$ cat src/rtl/dcache_pkg.sv
// Shared types and constants for the data-cache refill unit.
// Holds the refill FSM encoding plus the block/word geometry helpers.
package dcache_pkg;

  localparam int BLOCK_BITS  = 128;
  localparam int WORD_BITS   = 32;
  localparam int OFFSET_BITS = 4;

  typedef enum logic [2:0] {
    S_IDLE    = 3'd0,
    S_WB      = 3'd1,
    S_RD_REQ  = 3'd2,
    S_RD_WAIT = 3'd3,
    S_DONE    = 3'd4
  } state_t;

  // Byte address of beat cnt inside an aligned block.
  function automatic logic [31:0] beat_addr(input logic [31:0] base, input logic [1:0] cnt);
    return base + {28'd0, cnt, 2'b00};
  endfunction

  // Bit position of word cnt inside a block.
  function automatic logic [6:0] word_lsb(input logic [1:0] cnt);
    return {cnt, 5'd0};
  endfunction

endpackage

$ cat src/rtl/dcache_refill_unit_if.sv
// Single-beat memory bus between the refill unit (master) and the memory (slave).
interface dcache_refill_unit_if;

  logic        mem_req;
  logic        mem_we;
  logic [31:0] mem_addr;
  logic [31:0] mem_wdata;
  logic        mem_ready;
  logic        mem_rvalid;
  logic [31:0] mem_rdata;

  modport master (
    output mem_req, mem_we, mem_addr, mem_wdata,
    input  mem_ready, mem_rvalid, mem_rdata
  );

  modport slave (
    input  mem_req, mem_we, mem_addr, mem_wdata,
    output mem_ready, mem_rvalid, mem_rdata
  );

endinterface

$ cat src/rtl/dcache_refill_unit.sv
// Refill engine: optional 4-beat victim write-back, then 4 single-outstanding
// read beats, then a one-cycle repair_resolved pulse. All outputs are registered.
module dcache_refill_unit #(
  parameter int BEATS       = 4,
  parameter int OFFSET_BITS = 4
) (
  input  logic                              clk,
  input  logic                              rst,
  input  logic                              read_miss_repair,
  input  logic                              write_miss_repair,
  input  logic [31:0]                       missed_addr,
  input  logic                              evict_valid,
  input  logic [31:0]                       evict_addr,
  input  logic [dcache_pkg::BLOCK_BITS-1:0] evict_data,
  output logic                              repair_resolved,
  output logic [31:0]                       fill_addr,
  output logic [dcache_pkg::BLOCK_BITS-1:0] fill_data,
  dcache_refill_unit_if.master              mem
);
  import dcache_pkg::*;

  localparam logic [31:0] ALIGN_MASK = ~((32'd1 << OFFSET_BITS) - 32'd1);
  localparam logic [1:0]  LAST_BEAT  = 2'(BEATS - 1);

  state_t                state_r, state_s;
  logic [1:0]            cnt_r, cnt_s;
  logic [31:0]           base_r, base_s;
  logic [31:0]           victim_addr_r, victim_addr_s;
  logic [BLOCK_BITS-1:0] victim_data_r, victim_data_s;
  logic                  repair_resolved_s;
  logic [31:0]           fill_addr_s;
  logic [BLOCK_BITS-1:0] fill_data_s;
  logic                  mem_req_s;
  logic                  mem_we_s;
  logic [31:0]           mem_addr_s;
  logic [31:0]           mem_wdata_s;

  // Next-state logic, then outputs decoded from the next state so they register in step with it.
  always_comb begin
    state_s           = state_r;
    cnt_s             = cnt_r;
    base_s            = base_r;
    victim_addr_s     = victim_addr_r;
    victim_data_s     = victim_data_r;
    fill_addr_s       = fill_addr;
    fill_data_s       = fill_data;
    repair_resolved_s = 1'b0;
    mem_req_s         = 1'b0;
    mem_we_s          = 1'b0;
    mem_addr_s        = 32'd0;
    mem_wdata_s       = 32'd0;

    case (state_r)
      S_IDLE: begin
        if (read_miss_repair || write_miss_repair) begin
          base_s        = missed_addr & ALIGN_MASK;
          victim_addr_s = evict_addr & ALIGN_MASK;
          victim_data_s = evict_data;
          cnt_s         = 2'd0;
          state_s       = evict_valid ? S_WB : S_RD_REQ;
        end else begin
          state_s = S_IDLE;
        end
      end
      S_WB: begin
        if (mem.mem_ready) begin
          if (cnt_r == LAST_BEAT) begin
            cnt_s   = 2'd0;
            state_s = S_RD_REQ;
          end else begin
            cnt_s = cnt_r + 2'd1;
          end
        end else begin
          state_s = S_WB;
        end
      end
      S_RD_REQ: begin
        // rvalid is deliberately ignored here: only one read is ever outstanding.
        if (mem.mem_ready) begin
          state_s = S_RD_WAIT;
        end else begin
          state_s = S_RD_REQ;
        end
      end
      S_RD_WAIT: begin
        if (mem.mem_rvalid) begin
          fill_data_s[word_lsb(cnt_r) +: WORD_BITS] = mem.mem_rdata;
          if (cnt_r == LAST_BEAT) begin
            state_s = S_DONE;
          end else begin
            cnt_s   = cnt_r + 2'd1;
            state_s = S_RD_REQ;
          end
        end else begin
          state_s = S_RD_WAIT;
        end
      end
      S_DONE: begin
        cnt_s   = 2'd0;
        state_s = S_IDLE;
      end
      default: begin
        cnt_s   = 2'd0;
        state_s = S_IDLE;
      end
    endcase

    case (state_s)
      S_WB: begin
        mem_req_s   = 1'b1;
        mem_we_s    = 1'b1;
        mem_addr_s  = beat_addr(victim_addr_s, cnt_s);
        mem_wdata_s = victim_data_s[word_lsb(cnt_s) +: WORD_BITS];
      end
      S_RD_REQ: begin
        mem_req_s  = 1'b1;
        mem_addr_s = beat_addr(base_s, cnt_s);
      end
      S_DONE: begin
        repair_resolved_s = 1'b1;
        fill_addr_s       = base_s;
      end
      default: begin
        mem_req_s = 1'b0;
      end
    endcase
  end

  // State, latched request context and registered outputs.
  always_ff @(posedge clk) begin
    if (rst) begin
      state_r         <= S_IDLE;
      cnt_r           <= 2'd0;
      base_r          <= 32'd0;
      victim_addr_r   <= 32'd0;
      victim_data_r   <= '0;
      repair_resolved <= 1'b0;
      fill_addr       <= 32'd0;
      fill_data       <= '0;
      mem.mem_req     <= 1'b0;
      mem.mem_we      <= 1'b0;
      mem.mem_addr    <= 32'd0;
      mem.mem_wdata   <= 32'd0;
    end else begin
      state_r         <= state_s;
      cnt_r           <= cnt_s;
      base_r          <= base_s;
      victim_addr_r   <= victim_addr_s;
      victim_data_r   <= victim_data_s;
      repair_resolved <= repair_resolved_s;
      fill_addr       <= fill_addr_s;
      fill_data       <= fill_data_s;
      mem.mem_req     <= mem_req_s;
      mem.mem_we      <= mem_we_s;
      mem.mem_addr    <= mem_addr_s;
      mem.mem_wdata   <= mem_wdata_s;
    end
  end

endmodule

$ cat src/flat_wrapper.sv
// flat-port wrapper written by rule: the top's interface ports become plain ports
module dcache_refill_unit_flat import dcache_pkg::*;
#(
  parameter int BEATS       = 4,
  parameter int OFFSET_BITS = 4
)
  (clk, rst, read_miss_repair, write_miss_repair, missed_addr, evict_valid, evict_addr, evict_data, repair_resolved, fill_addr, fill_data, mem_mem_req, mem_mem_we, mem_mem_addr, mem_mem_wdata, mem_mem_ready, mem_mem_rvalid, mem_mem_rdata);
  dcache_refill_unit_if mem_i ();
  input  logic clk;
  input  logic rst;
  input  logic read_miss_repair;
  input  logic write_miss_repair;
  input  logic [31:0] missed_addr;
  input  logic evict_valid;
  input  logic [31:0] evict_addr;
  input  logic [dcache_pkg::BLOCK_BITS-1:0] evict_data;
  output logic repair_resolved;
  output logic [31:0] fill_addr;
  output logic [dcache_pkg::BLOCK_BITS-1:0] fill_data;
  output wire logic [$bits(mem_i.mem_req)-1:0] mem_mem_req;
  output wire logic [$bits(mem_i.mem_we)-1:0] mem_mem_we;
  output wire logic [$bits(mem_i.mem_addr)-1:0] mem_mem_addr;
  output wire logic [$bits(mem_i.mem_wdata)-1:0] mem_mem_wdata;
  input wire logic [$bits(mem_i.mem_ready)-1:0] mem_mem_ready;
  input wire logic [$bits(mem_i.mem_rvalid)-1:0] mem_mem_rvalid;
  input wire logic [$bits(mem_i.mem_rdata)-1:0] mem_mem_rdata;
  assign mem_mem_req = mem_i.mem_req;
  assign mem_mem_we = mem_i.mem_we;
  assign mem_mem_addr = mem_i.mem_addr;
  assign mem_mem_wdata = mem_i.mem_wdata;
  assign mem_i.mem_ready = mem_mem_ready;
  assign mem_i.mem_rvalid = mem_mem_rvalid;
  assign mem_i.mem_rdata = mem_mem_rdata;
  dcache_refill_unit #(.BEATS(BEATS), .OFFSET_BITS(OFFSET_BITS)) u_core (.clk(clk), .rst(rst), .read_miss_repair(read_miss_repair), .write_miss_repair(write_miss_repair), .missed_addr(missed_addr), .evict_valid(evict_valid), .evict_addr(evict_addr), .evict_data(evict_data), .repair_resolved(repair_resolved), .fill_addr(fill_addr), .fill_data(fill_data), .mem(mem_i));
endmodule
$ cat config.mk
export PLATFORM = sky130hd
export DESIGN_NAME = dcache_refill_unit_flat
export DESIGN_NICKNAME = d
export VERILOG_FILES = /design/src/rtl/dcache_pkg.sv /design/src/rtl/dcache_refill_unit_if.sv /design/src/rtl/dcache_refill_unit.sv /design/src/flat_wrapper.sv
export SDC_FILE = /design/constraint.sdc
export NUM_CORES = 1
export LEC_CHECK = 0
export ABC_AREA = 1
export CAP_MARGIN = 20
export CORE_UTILIZATION = 50
export CTS_BUF_LIST = sky130_fd_sc_hd__clkbuf_8
export CTS_CLUSTER_DIAMETER = 30
export DETAILED_ROUTE_END_ITERATION = 8
export PLACE_DENSITY = 0.82
export SLEW_MARGIN = 30
export SYNTH_ARGS = -nofsm -noshare
export SYNTH_HDL_FRONTEND = slang
export SYNTH_SLANG_ARGS = --single-unit
$ cat constraint.sdc
create_clock -name clk -period 7.1 [get_ports clk]
set_input_delay 1.065 -clock clk [delete_from_list [all_inputs] [get_ports clk]]
set_output_delay 1.065 -clock clk [all_outputs]
set_load 0.02 [all_outputs]
Yosys cells after proc, flatten, opt, wreduce, memory -nomap -nowiden
Cells that the tools add are included.
{ "op_classes": {"div": 0, "magnitude_cmp": 0, "shift": 3, "bitwise_logic": 1, "add_sub_neg": 4, "eq_ne": 7, "mul": 0, "n_reduce_logical": 5, "muxes": 25} }
{ "ops": {"columns": ["operator", "n"], "rows": [
  ["128-bit 2-to-1 mux", 2],
  ["128-bit bitwise mux", 1],
  ["32-bit 2-to-1 mux", 4],
  ["32-bit by 9-bit variable shift with 128-bit output, first input constant", 1],
  ["128-bit by 8-bit indexed part select with 32-bit output", 1],
  ["32-bit by 9-bit indexed part select with 128-bit output", 1],
  ["32-bit by 4-bit adder with 32-bit output", 2],
  ["32-bit case mux with 2 select lines", 1],
  ["3-bit 2-to-1 mux", 5],
  ["2-bit 2-to-1 mux", 6],
  ["3-bit case mux with 4 select lines", 1],
  ["3-bit by 2-bit == test with 1-bit output, second input constant", 3],
  ["7-bit negator with 9-bit output", 1],
  ["2-bit case mux with 4 select lines", 1],
  ["3-bit by 1-bit == test with 1-bit output, second input constant", 2],
  ["1-bit 2-to-1 mux", 4],
  ["2-bit OR reduction", 2],
  ["3-bit == test, second input constant", 1],
  ["3-bit zero test", 1],
  ["2-bit by 1-bit adder with 2-bit output, second input constant", 1],
  ["2-bit == test, second input constant", 1],
  ["2-bit AND reduction", 1],
  ["1-bit logical OR", 1],
  ["1-bit NOT", 1]
]} }
{ "totals": {"latch_bits": 0, "n_memories": 0, "wordCells": 57, "ff_bits": 424, "ramBits": 0, "mem_bits_ro": 0, "output_inout_bits": 227} }

Logic depth before layout (Yosys ltp)
Gate-level depths: netlist of the first run.
{ "logic_depth": {"depth_word": 7, "depth_mapped": 24, "depth_no_buf": 21} }

Least setup slack after synthesis of the first run
OpenSTA, ideal clock, no wires.
{ "synth_path": {"kind": "reg-to-reg", "start": "register u_core.cnt_r[0]", "end": "register u_core.mem.mem_addr[31]", "arrival_ns": 3.707, "setup_ns": 0.128, "slack_ns": 3.265, "path_buffers": 4, "synth_period_minus_slack_ns": 3.835, "path_stages_with_launch": 22, "path_cell_list": "dfxtp_1 -> inv_1 -> clkbuf_1 -> clkbuf_1 -> ha_1 -> clkbuf_1 -> inv_1 -> nand2_1 -> o21ai_0 -> o32ai_1 -> a211oi_1 -> inv_1 -> clkbuf_1 -> ha_1 -> a21o_1 -> nand3_1 -> nor2_1 -> nand2_1 -> nor2_2 -> nand3_1 -> nand2_1 -> nor2_1"} }
{ "synth_via": {"elab_chain_cells": 6, "elab_cells_between_ends": 18} }
{ "synth_lines": {"columns": ["item", "line_no", "text"], "rows": [
  ["from (decl)", "dcache_refill_unit.sv:26", "logic [1:0] cnt_r, cnt_s;"],
  ["from (signal assigned)", "dcache_refill_unit.sv:146", "cnt_r <= cnt_s;"],
  ["2-bit by 1-bit adder with 2-bit output or 2-bit == test (tied branches)", null, null],
  ["2-bit 2-to-1 mux (on tied branches)", "dcache_refill_unit.sv:88, dcache_refill_unit.sv:67", null],
  ["2-bit 2-to-1 mux (on tied branches)", "dcache_refill_unit.sv:86, dcache_refill_unit.sv:66", null],
  ["2-bit case mux with 4 select lines (*)", "dcache_refill_unit.sv:53", "case (state_r)"],
  ["named net u_core.cnt_s[1]", "dcache_refill_unit.sv:26", null],
  ["32-bit by 4-bit adder with 32-bit output", "dcache_pkg.sv:19", "return base + {28'd0, cnt, 2'b00};"],
  ["32-bit case mux with 2 select lines (*)", "dcache_refill_unit.sv:108", "case (state_s)"],
  ["to (signal assigned)", "dcache_refill_unit.sv:155", "mem.mem_addr <= mem_addr_s;"],
  ["to (decl)", "dcache_refill_unit_if.sv:13", "output mem_req, mem_we, mem_addr, mem_wdata,"]
]} }
Mark *: on every way through the listed nets, which the timed path passes. The rest lies on a longest branch.
A chain may end at the register's enable or synchronous reset.

Worst setup path in the final report of the first run
{ "layout_path": {"start": "register u_core.cnt_r[0]", "end": "register u_core.mem.mem_addr[31]"} }
{ "layout_via": {"elab_chain_cells": 6, "elab_cells_between_ends": 18} }
{ "layout_lines": {"columns": ["item", "line_no", "text"], "rows": [
  ["2-bit by 1-bit adder with 2-bit output or 2-bit == test (tied branches)", null, null],
  ["2-bit 2-to-1 mux (tied with other cells)", "dcache_refill_unit.sv:88", "if (cnt_r == LAST_BEAT) begin"],
  ["2-bit 2-to-1 mux (tied with other cells)", "dcache_refill_unit.sv:86", "if (mem.mem_rvalid) begin"],
  ["2-bit case mux with 4 select lines or 3-bit case mux with 4 select lines (tied branches)", "dcache_refill_unit.sv:53", null],
  ["32-bit by 4-bit adder with 32-bit output (tied with other cells)", "dcache_pkg.sv:19", null],
  ["32-bit case mux with 2 select lines (*)", "dcache_refill_unit.sv:108", null]
]} }
Every way passes the cells marked *; elsewhere a longest branch is shown, timed or not.

==> results.md, run 1 <==
* Status: complete, no violations
* Area grow syn2layout at 37.2%
* Post-CTS Setup Inserts at 0
* Iter 0 DRT Violations at 1678
* Final net count at 2909
* Mapped Area at ~18000 um^2
* CP max FO at 42
* Unrepaired setup endpoints after global routing: false
* Total GRT Usage at 32.3%
* Skew final at slightly below 0.03 ns
* Clk_lat worst skew at 0.66 ns
* Worst Hold Class: reg2reg
* Slew HR at 33.9%
* Sink Count at 424
* Root Buffer: clkbuf_8
* Synth Warn # at 0
* Initial antenna violation count at 3
* Setup TNS at 0 ns
* CTS H-tree lvls at 3
* Synth top area share at 47.7%
* Commonest non-fill, non-tap cells in the layout: clkdlybuf4s50_1 (448), dfxtp_1 (424), nor2_1 (404)
* Core Area at 34800 um^2
* EDFF count, synth at 0
* Synth unique cells at 40
* Final ANT Viol Nets at 0
* Met1 Track Usage GR at about 37%
* Standard-cell rows at 68
* Yosys reg bits at 424
* I/O pin total at 458
* IO buf count at 449
* Maxcap violations at 0
* Die height at approximately 190 um
* Die area at approximately 36000 um^2
* Fin worst setup slack at between 2 and 3 ns
* Share of layout cells above drive strength 1 at 8.06%
* Pins Over Slew Limit at 0
* Die width at ~190 um
* DR vias at approximately 18000
* Hold-fix buffers, CTS at 0
* Post-synth ARST share at 0%
* Crit path DAT at 4.87 ns
* Wire per inst at approximately 19 um
* Vias in the first global route at 17100
* Top Usage Layer GRT: met2
* Total power at 6.97 mW
* FILL cells at 2700
* Final Instance Area at between 20000 and 25000 um^2
* CP Launch Type: flop
* Final min period at between 4 and 5 ns
* Syn Inst Count at about 2300
* Routability Congestion at 0.885
* HPWL after detailed placement at 39800 um
* F_max at 232 MHz
* Max IR drop VDD at 0.000219 V
* GR Overflow Total at 0
* Detailed-route vias per instance at approximately 5.6
* CP Capture Type: flop
* Critical setup path kind: reg2reg
* Initial Util at a little over 50%
* Top cells by area, synth: dfxtp_1 (48%), nor2_1 (8.5%), nand2_1 (7.4%)
* Crit share post-route at 60.7%
* Actual slew at the worst max-slew pin at about 0.99 ns
* # setup viols final at 0
* Met2 Resource Use GR at between 50% and 60%
* Commonest non-fill, non-tap cell in the layout: clkdlybuf4s50_1
* Grt met3 use at 10.4%
* Synthesized Nets at approximately 2500
* DRC viols at 0
* Clock buffer depth at 3
* First-pass GRT wire length at 92000 um
* Num CTS Buffers at roughly 90
* Largest net degree at the start of global routing at about 100
* Number of detailed-route iterations in the first pass at 6
* Power Density at 285 nW/um^2
* Cell taking the most area after synthesis: dfxtp_1
* Routed WL at 60400 um
* CTS clk-pin slew, worst paths at roughly 0.060 ns
* Sequential area share after synthesis at 47.7%
* Primary FF master, synth: dfxtp_1
* Dpl ws at 2.46 ns
* Syn avg cell area at 7.82 um^2
* DP Area at 22300 um^2
* CTS tree: done
* Endpoints failing hold at 0
* Critical Path RT at 7.66 ns
* PostCTS Resize Cnt at 0
* P_leak at 10.1 nW
## layer usage
layer  routed length, um  vias to the layer above
li1                    -                     8346
met1               23000                     8282
met2               28000                      939
met3                6350                      190
met4                2970                        4
met5                  24                        -
## report_power, final
part | switching (mW) | leakage, nW | internal [mW]
logic | 0.884 | 5.57 | 0.502
clock network | 1.17 | 1.10 | 1.82
registers | 0.0528 | 3.46 | 2.55
total | 2.10 | 10.1 | 4.87
## cell type report
cell class	count	area, um^2	area share [%]
diodes	2	5.00	0.0205
clock buffers	109	1500	6.14
clock inverters	56	617	2.53
inverters	144	542	2.22
multi-input cells	1536	8000	32.7
flip-flops and latches	424	8490	34.7
well taps	455	569	2.33
repair buffers	473	4710	19.3
## registers in the layout (all words and copies together), names as in the netlist
name,count
u_core.repair_resolved,1
u_core.fill_addr,32
u_core.mem.mem_addr,32
u_core.victim_data_r,128
u_core.victim_addr_r,32
u_core.mem.mem_we,1
u_core.state_r,3
u_core.cnt_r,2
u_core.mem.mem_req,1
u_core.mem.mem_wdata,32
u_core.base_r,32
u_core.fill_data,128
## worst max-delay path, stage by stage, from the launching register on
cell and delay [ns]:
dfxtp_1 0.31, buf_4 0.43, inv_1 0.17, ha_4 0.43, inv_1 0.13, nand2_1 0.05
o21ai_0 0.08, o32ai_1 0.14, a211oi_4 0.62, inv_1 0.09, buf_4 0.29, ha_1 0.34
a21o_1 0.13, nand3_1 0.12, nor2_1 0.15, nand2_1 0.16, nor2_2 0.25, nand2_1 0.08
nand2_1 0.06, nand2_1 0.05, nor2_1 0.11
## cell usage after synthesis, types with 15 or more instances
library cell  number
nor2_1           405
nand4_1           66
inv_1            135
o21ai_1           17
nand2_1          353
a311oi_1          32
o21ai_0          161
a21oi_1          138
nand3_1          127
dfxtp_1          424
clkbuf_1         119
buf_4             23
o211ai_1          15
mux2i_1          129
## stage by stage
step | hold WS [ns] | cells | utilization, %
3_3_place_gp | 0.428 | 3032 | 64.0
5_1_grt | 0.481 | 3198 | 70.2
4_1_cts | 0.452 | 3197 | 70.2
3_5_place_dp | 0.443 | 3032 | 64.1
2_1_floorplan | 0.420 | 2275 | -
6_report | 0.455 | 3199 | 70.2
## final timing paths
kind / depth (start not counted) / startpoint / end / slack, ns
hold / removal: 2 / u_core.victim_addr_r[1] / u_core.victim_addr_r[1] / 0.46
setup / recovery: 20 / u_core.cnt_r[0] / u_core.mem.mem_addr[31] / 2.79
hold reg to reg: 2 / u_core.victim_addr_r[1] / u_core.victim_addr_r[1] / 0.46
setup reg to reg: 20 / u_core.cnt_r[0] / u_core.mem.mem_addr[31] / 2.79
## kinds of logic (layout without fill, tap and decap cells)
| logic type | after synthesis | in the layout | share of synthesized area (%) |
|---|---|---|---|
| and+or+nand+nor | 985 | 985 | 23.4 |
| DFF | 424 | 424 | 47.7 |
| AOI/OAI and AO/OA | 405 | 405 | 13.0 |
| buffers and inverters | 315 | 782 | 7.57 |
| muxes | 129 | 129 | 7.25 |
| adders and majority gates | 10 | 10 | 0.745 |
| xor gates and xnor gates | 7 | 7 | 0.344 |
| other | 0 | 2 | 0 |
No activity file was read; power rests on OpenSTA's default activity.
==> inputs of run 2 (changes only) <==
CORE_UTILIZATION = 46   (was 50)
PLACE_DENSITY = 0.79   (was 0.82)
clock period = 3.8 ns   (was 7.1 ns; I/O delays follow)
==> run 2 against run 1 <==
Effect of this change: clock skew barely moved; combinational power rose by 89%; setup slack got worse by 2.2 ns; critical path depth fell by 1; final area rose by 0.48%; die area rose by 8.6%.
==> results.md, run 2 (synthesized netlist as in run 1, its figures left out) <==
* DR vias at about 18000
* CP max FO at 20
* Combinational Power Share at 20.5%
* Final ANT Viol Nets at 0
* Crit share post-route at 84.8%
* CTS tree: done
* Sink Count at 424
* Unrepaired setup endpoints after global routing: false
* Crit path DAT at 3.77 ns
* Regs by FF count: u_core.fill_data: 128 flops, u_core.victim_data_r: 128 flops
* DP Area at 22500 um^2
* Routability Congestion at 0.900
* Vias in the first global route at about 17000
* Clock share of power at around two fifths
* Core Area at approximately 38000 um^2
* Detailed-route vias per instance at between 5 and 6
* Crit. Startpoint: u_core.cnt_r[0]
* Worst Hold Class: reg2reg
* Clk_lat worst skew at between 0.6 and 0.7 ns
* Pint at 8.92 mW
* Critical Path Sink: u_core.mem.mem_addr[24]
* F_max at between 300 and 400 MHz
* Reg2Reg Setup Slack at 0.58 ns
* Final Instance Area at 24500 um^2
* Initial Util at 47.0%
* Initial antenna violation count at 6
* Final min period at 3.22 ns
* Antenna cell count at 0
* Setup TNS at 0 ns
* Hold-fix buffers, CTS at 0
* Status: complete, no violations
* Endpoints failing hold at 0
* Die height at around 200 um
* # setup viols final at 0
* Die area at 39500 um^2
* Cells after DPL at 3105
* Iter 0 DRT Violations at 1478
* P_leak at 10.2 nW
* GR Overflow Total at 0
* Num CTS Buffers at 91
* Actual slew at the worst max-slew pin at 0.943 ns
* Share of layout cells above drive strength 1 at approximately 8.4%
* CTS clk-pin slew, worst paths at 0.05 ns
* Maxcap violations at 0
* Sequential power share at 38.0%
* Pins Over Slew Limit at 0
* PostCTS Resize Cnt at 0
* Finished Layout Cells at 3269
* Critical setup path kind: reg2reg
* CP Launch Type: flop
* Reg-to-reg startpoint: u_core.cnt_r[0]
* Reg2Reg Depth at 19
* Largest net degree at the start of global routing at 196
* Fin worst setup slack at 0.579 ns
* Wire per inst at about 18 um
* Commonest non-fill, non-tap cells in the layout: clkdlybuf4s50_1 (448), dfxtp_1 (424), nor2_1 (405)
* Root Buffer: clkbuf_8
* Routed WL at 60000 um
* Smallest hold slack at 0.441 ns
* Dpl ws at 0.249 ns
* Slew HR at 36.9%
* Final net count at 2928
* Power Density at 521 nW/um^2
* CTS H-tree lvls at 3
* Max IR drop VDD at 0.000400 V
* Reg2Reg Capture Point: u_core.mem.mem_addr[24]
* I/O pin total at 458
* HPWL after detailed placement at 40300 um
* Commonest non-fill, non-tap cell in the layout: clkdlybuf4s50_1
* DRC viols at 0
* Area grow syn2layout at 37.9%
* Reported net switching power at 3.86 mW
* CP Capture Type: flop
* Post-CTS Setup Inserts at 0
* Standard-cell rows at just over 70
* Total GRT Usage at between 20% and 30%
* Clock buffer depth at 3
* Die width at approximately 200 um
* IO buf count at about 450
* Net Sw Frac at between 30% and 40%
* First-pass GRT wire length at 92100 um
* Critical Path RT at 4.35 ns
* Skew final at 0.0288 ns
* Number of detailed-route iterations in the first pass at 6
-- run 2: cell count changes in the layout (fill, tap and decap cells not counted) --
cell / before / now
buf_12: 2 / 5
buf_4: 20 / 36
buf_6: 2 / 0
bufinv_16: 11 / 6
clkbuf_8: 110 / 118
clkinv_8: 1 / 0
clkinvlp_4: 12 / 7
diode_2: 2 / 0
inv_1: 143 / 147
inv_6: 2 / 3
inv_8: 3 / 0
nor2_1: 404 / 405
nor2_2: 12 / 11
-- run 2: worst min path at each step --
stage / from / endpoint / slack, ns / cells after the start
after global routing: u_core.victim_addr_r[0] / u_core.victim_addr_r[0] / 0.46 / 2
after CTS: rst / u_core.victim_addr_r[1] / 0.44 / 2
after global placement: u_core.victim_addr_r[3] / u_core.victim_addr_r[3] / 0.43 / 2
after detailed placement: u_core.victim_addr_r[2] / u_core.victim_addr_r[2] / 0.43 / 2
final: u_core.victim_addr_r[2] / u_core.victim_addr_r[2] / 0.44 / 2
after floorplan: u_core.victim_addr_r[2] / u_core.victim_addr_r[2] / 0.42 / 2
-- run 2: routing by layer --
layer | vias to the layer above | wire (um) | global-route usage, %
li1 | 8390 | - | -
met1 | 8147 | 22800 | 34.3
met2 | 882 | 28300 | 49.4
met3 | 163 | 6440 | 10.3
met4 | 10 | 2490 | 14.4
met5 | - | 64 | 0
-- run 2: critical path, cell delays in order, from the launching register on --
cell,delay (ns)
dfxtp_1,0.36
buf_4,0.29
ha_1,0.24
nand2_1,0.06
o21ai_1,0.16
nand3_2,0.11
nand2_2,0.14
nand3_1,0.08
o21ai_0,0.09
ha_1,0.20
inv_1,0.06
fa_1,0.37
inv_1,0.11
nand3_2,0.12
nor2_4,0.16
nand2_2,0.12
nor2_4,0.23
nand4_1,0.12
nand2_1,0.08
nor2_1,0.04
-- run 2: final cells by class --
cell class | count | area, um^2
fillers | 3142 | 13300
flip-flops and latches | 424 | 8490
multi-input cells | 1536 | 7990
repair buffers | 490 | 4870
clock buffers | 117 | 1610
well taps | 511 | 639
inverters | 144 | 542
clock inverters | 47 | 403
-- run 2: through the flow --
| stage | utilization [%] | total power [mW] |
|---|---|---|
| after detailed placement | 59.5 | 7.53 |
| after global placement | 59.5 | 7.47 |
| after global routing | 64.9 | 13.3 |
| after CTS | 64.9 | 12.8 |
| after floorplan | - | 6.63 |
| final | 64.9 | 12.8 |
-- run 2: power groups by stage --
stage | clock network, mW | logic [mW] | registers (mW)
2_1_floorplan | 0 | 1.60 | 5.02
4_1_cts | 5.37 | 2.61 | 4.85
5_1_grt | 5.60 | 2.87 | 4.87
3_3_place_gp | 0 | 2.54 | 4.93
3_5_place_dp | 0 | 2.59 | 4.94
6_report | 5.30 | 2.63 | 4.85
==> RTL change, RTL diff (config.mk and constraints of run 2) <==
`fill_data` no longer has a reset.
--- a/src/rtl/dcache_refill_unit.sv
+++ b/src/rtl/dcache_refill_unit.sv
@@ -137,5 +137,4 @@
       repair_resolved <= 1'b0;
       fill_addr       <= 32'd0;
-      fill_data       <= '0;
       mem.mem_req     <= 1'b0;
       mem.mem_we      <= 1'b0;
@@ -150,5 +149,4 @@
       repair_resolved <= repair_resolved_s;
       fill_addr       <= fill_addr_s;
-      fill_data       <= fill_data_s;
       mem.mem_req     <= mem_req_s;
       mem.mem_we      <= mem_we_s;
@@ -158,4 +156,8 @@
   end
 
+  always_ff @(posedge clk) begin
+    fill_data <= fill_data_s;
+  end
+
 endmodule
 
Check against the original RTL: not equivalent (a bounded check fails within 4 cycles, from zero or initial values and one cycle with rst high; the reset may be asserted at any time).
==> RTL change against run 2 <==
First-iteration DRC count is 35% lower; worst setup slack improved by 0.046 ns; total power grew 5.5%; wire length decreased by 11%; final area rose by 0.99%; sequential cell count is the same; fmax up 1.4%; area after synthesis shrank 1.1%.
==> RTL change: results <==
{
  "final_cell_count_no_fill": 3107,
  "yosysUniqueCellTypes": 35,
  "status": "complete, no violations",
  "initialDrtViolationCount": 965,
  "grt_usage_pct": 27.4,
  "cp.arrival_ns": 3.75,
  "yosysSeqAreaShare_pct": 55.5,
  "cts_buffers": 92,
  "dp_slack_ns": 0.265,
  "skew_ns": 0.0365,
  "synth_edf_count": 128,
  "synth_fp_nets": 2297,
  "fillers": 3003,
  "place_inst": 2940,
  "antenna_found_initial": 0,
  "grt_max_degree": 78,
  "slowest_delay_ns": 0.44,
  "drive_gt1_share_pct": 9.40,
  "ff_latch_area_um2": 9770,
  "dpl.hpwl_um": 37200,
  "netlist_top_cells_count": "nor2_1, nand2_1, dfxtp_1",
  "power_leakage_nw": 10.4,
  "nNetsFinal": 2764,
  "wirelength_um": 53600,
  "placed_area_um2": 22600,
  "synthTopCellsByArea": "dfxtp_1, edfxtp_1, nor2_1, mux2i_1, nand2_1"
}
RTL change: cell count changes after synthesis, moves of 14 or more:
cell	before	now
a311oi_1	32	1
a21oi_1	138	56
nand4_1	66	5
o21ai_0	161	106
edfxtp_1	0	128
nand2_1	353	339
dfxtp_1	424	296
nand3_1	127	64
nor2_1	405	491
nor3_1	3	48
clkbuf_1	119	69
inv_1	135	166
RTL change: final timing paths:
kind,cells after the start,slack (ns),startpoint,to
setup reg to reg,18,0.62,u_core.cnt_r[0],u_core.mem.mem_addr[24]
hold reg to reg,2,0.45,u_core.victim_addr_r[3],u_core.victim_addr_r[3]
setup / recovery,18,0.62,u_core.cnt_r[0],u_core.mem.mem_addr[24]
hold / removal,2,0.38,rst,u_core.victim_data_r[94]
RTL change: where the power goes:
part | internal [mW] | total, mW | switching [mW]
sequential | 4.97 | 5.07 | 0.104
clock | 3.63 | 5.81 | 2.18
combinational | 0.984 | 2.60 | 1.62
total | 9.58 | 13.5 | 3.90
RTL change: metal layers:
metal	vias up	routed length, um	global-route usage (%)
met1	7306	20800	31.6
met4	0	2310	14.9
met5	-	0	0
met2	641	25200	44.7
li1	7571	-	-
met3	128	5270	9.25
RTL change: layout make-up:
type,instances,share of cell area [%]
Sequential cell,424,39.4
Multi-Input combinational cell,1345,26.9
Timing Repair Buffer,490,19.7
Clock buffer,103,5.72
Clock inverter,64,3.13
Tap cell,511,2.58
Inverter,170,2.57
RTL change: cells by family (layout without fill, tap and decap cells):
logic type | Yosys count | count (layout) | synth area share, %
xor+xnor | 8 | 8 | 0.398
compound gates | 212 | 212 | 6.44
mux | 129 | 129 | 7.33
simple gates | 986 | 986 | 22.7
buf+inv | 287 | 827 | 6.86
flops | 424 | 424 | 55.5
fa+ha+maj | 10 | 10 | 0.753
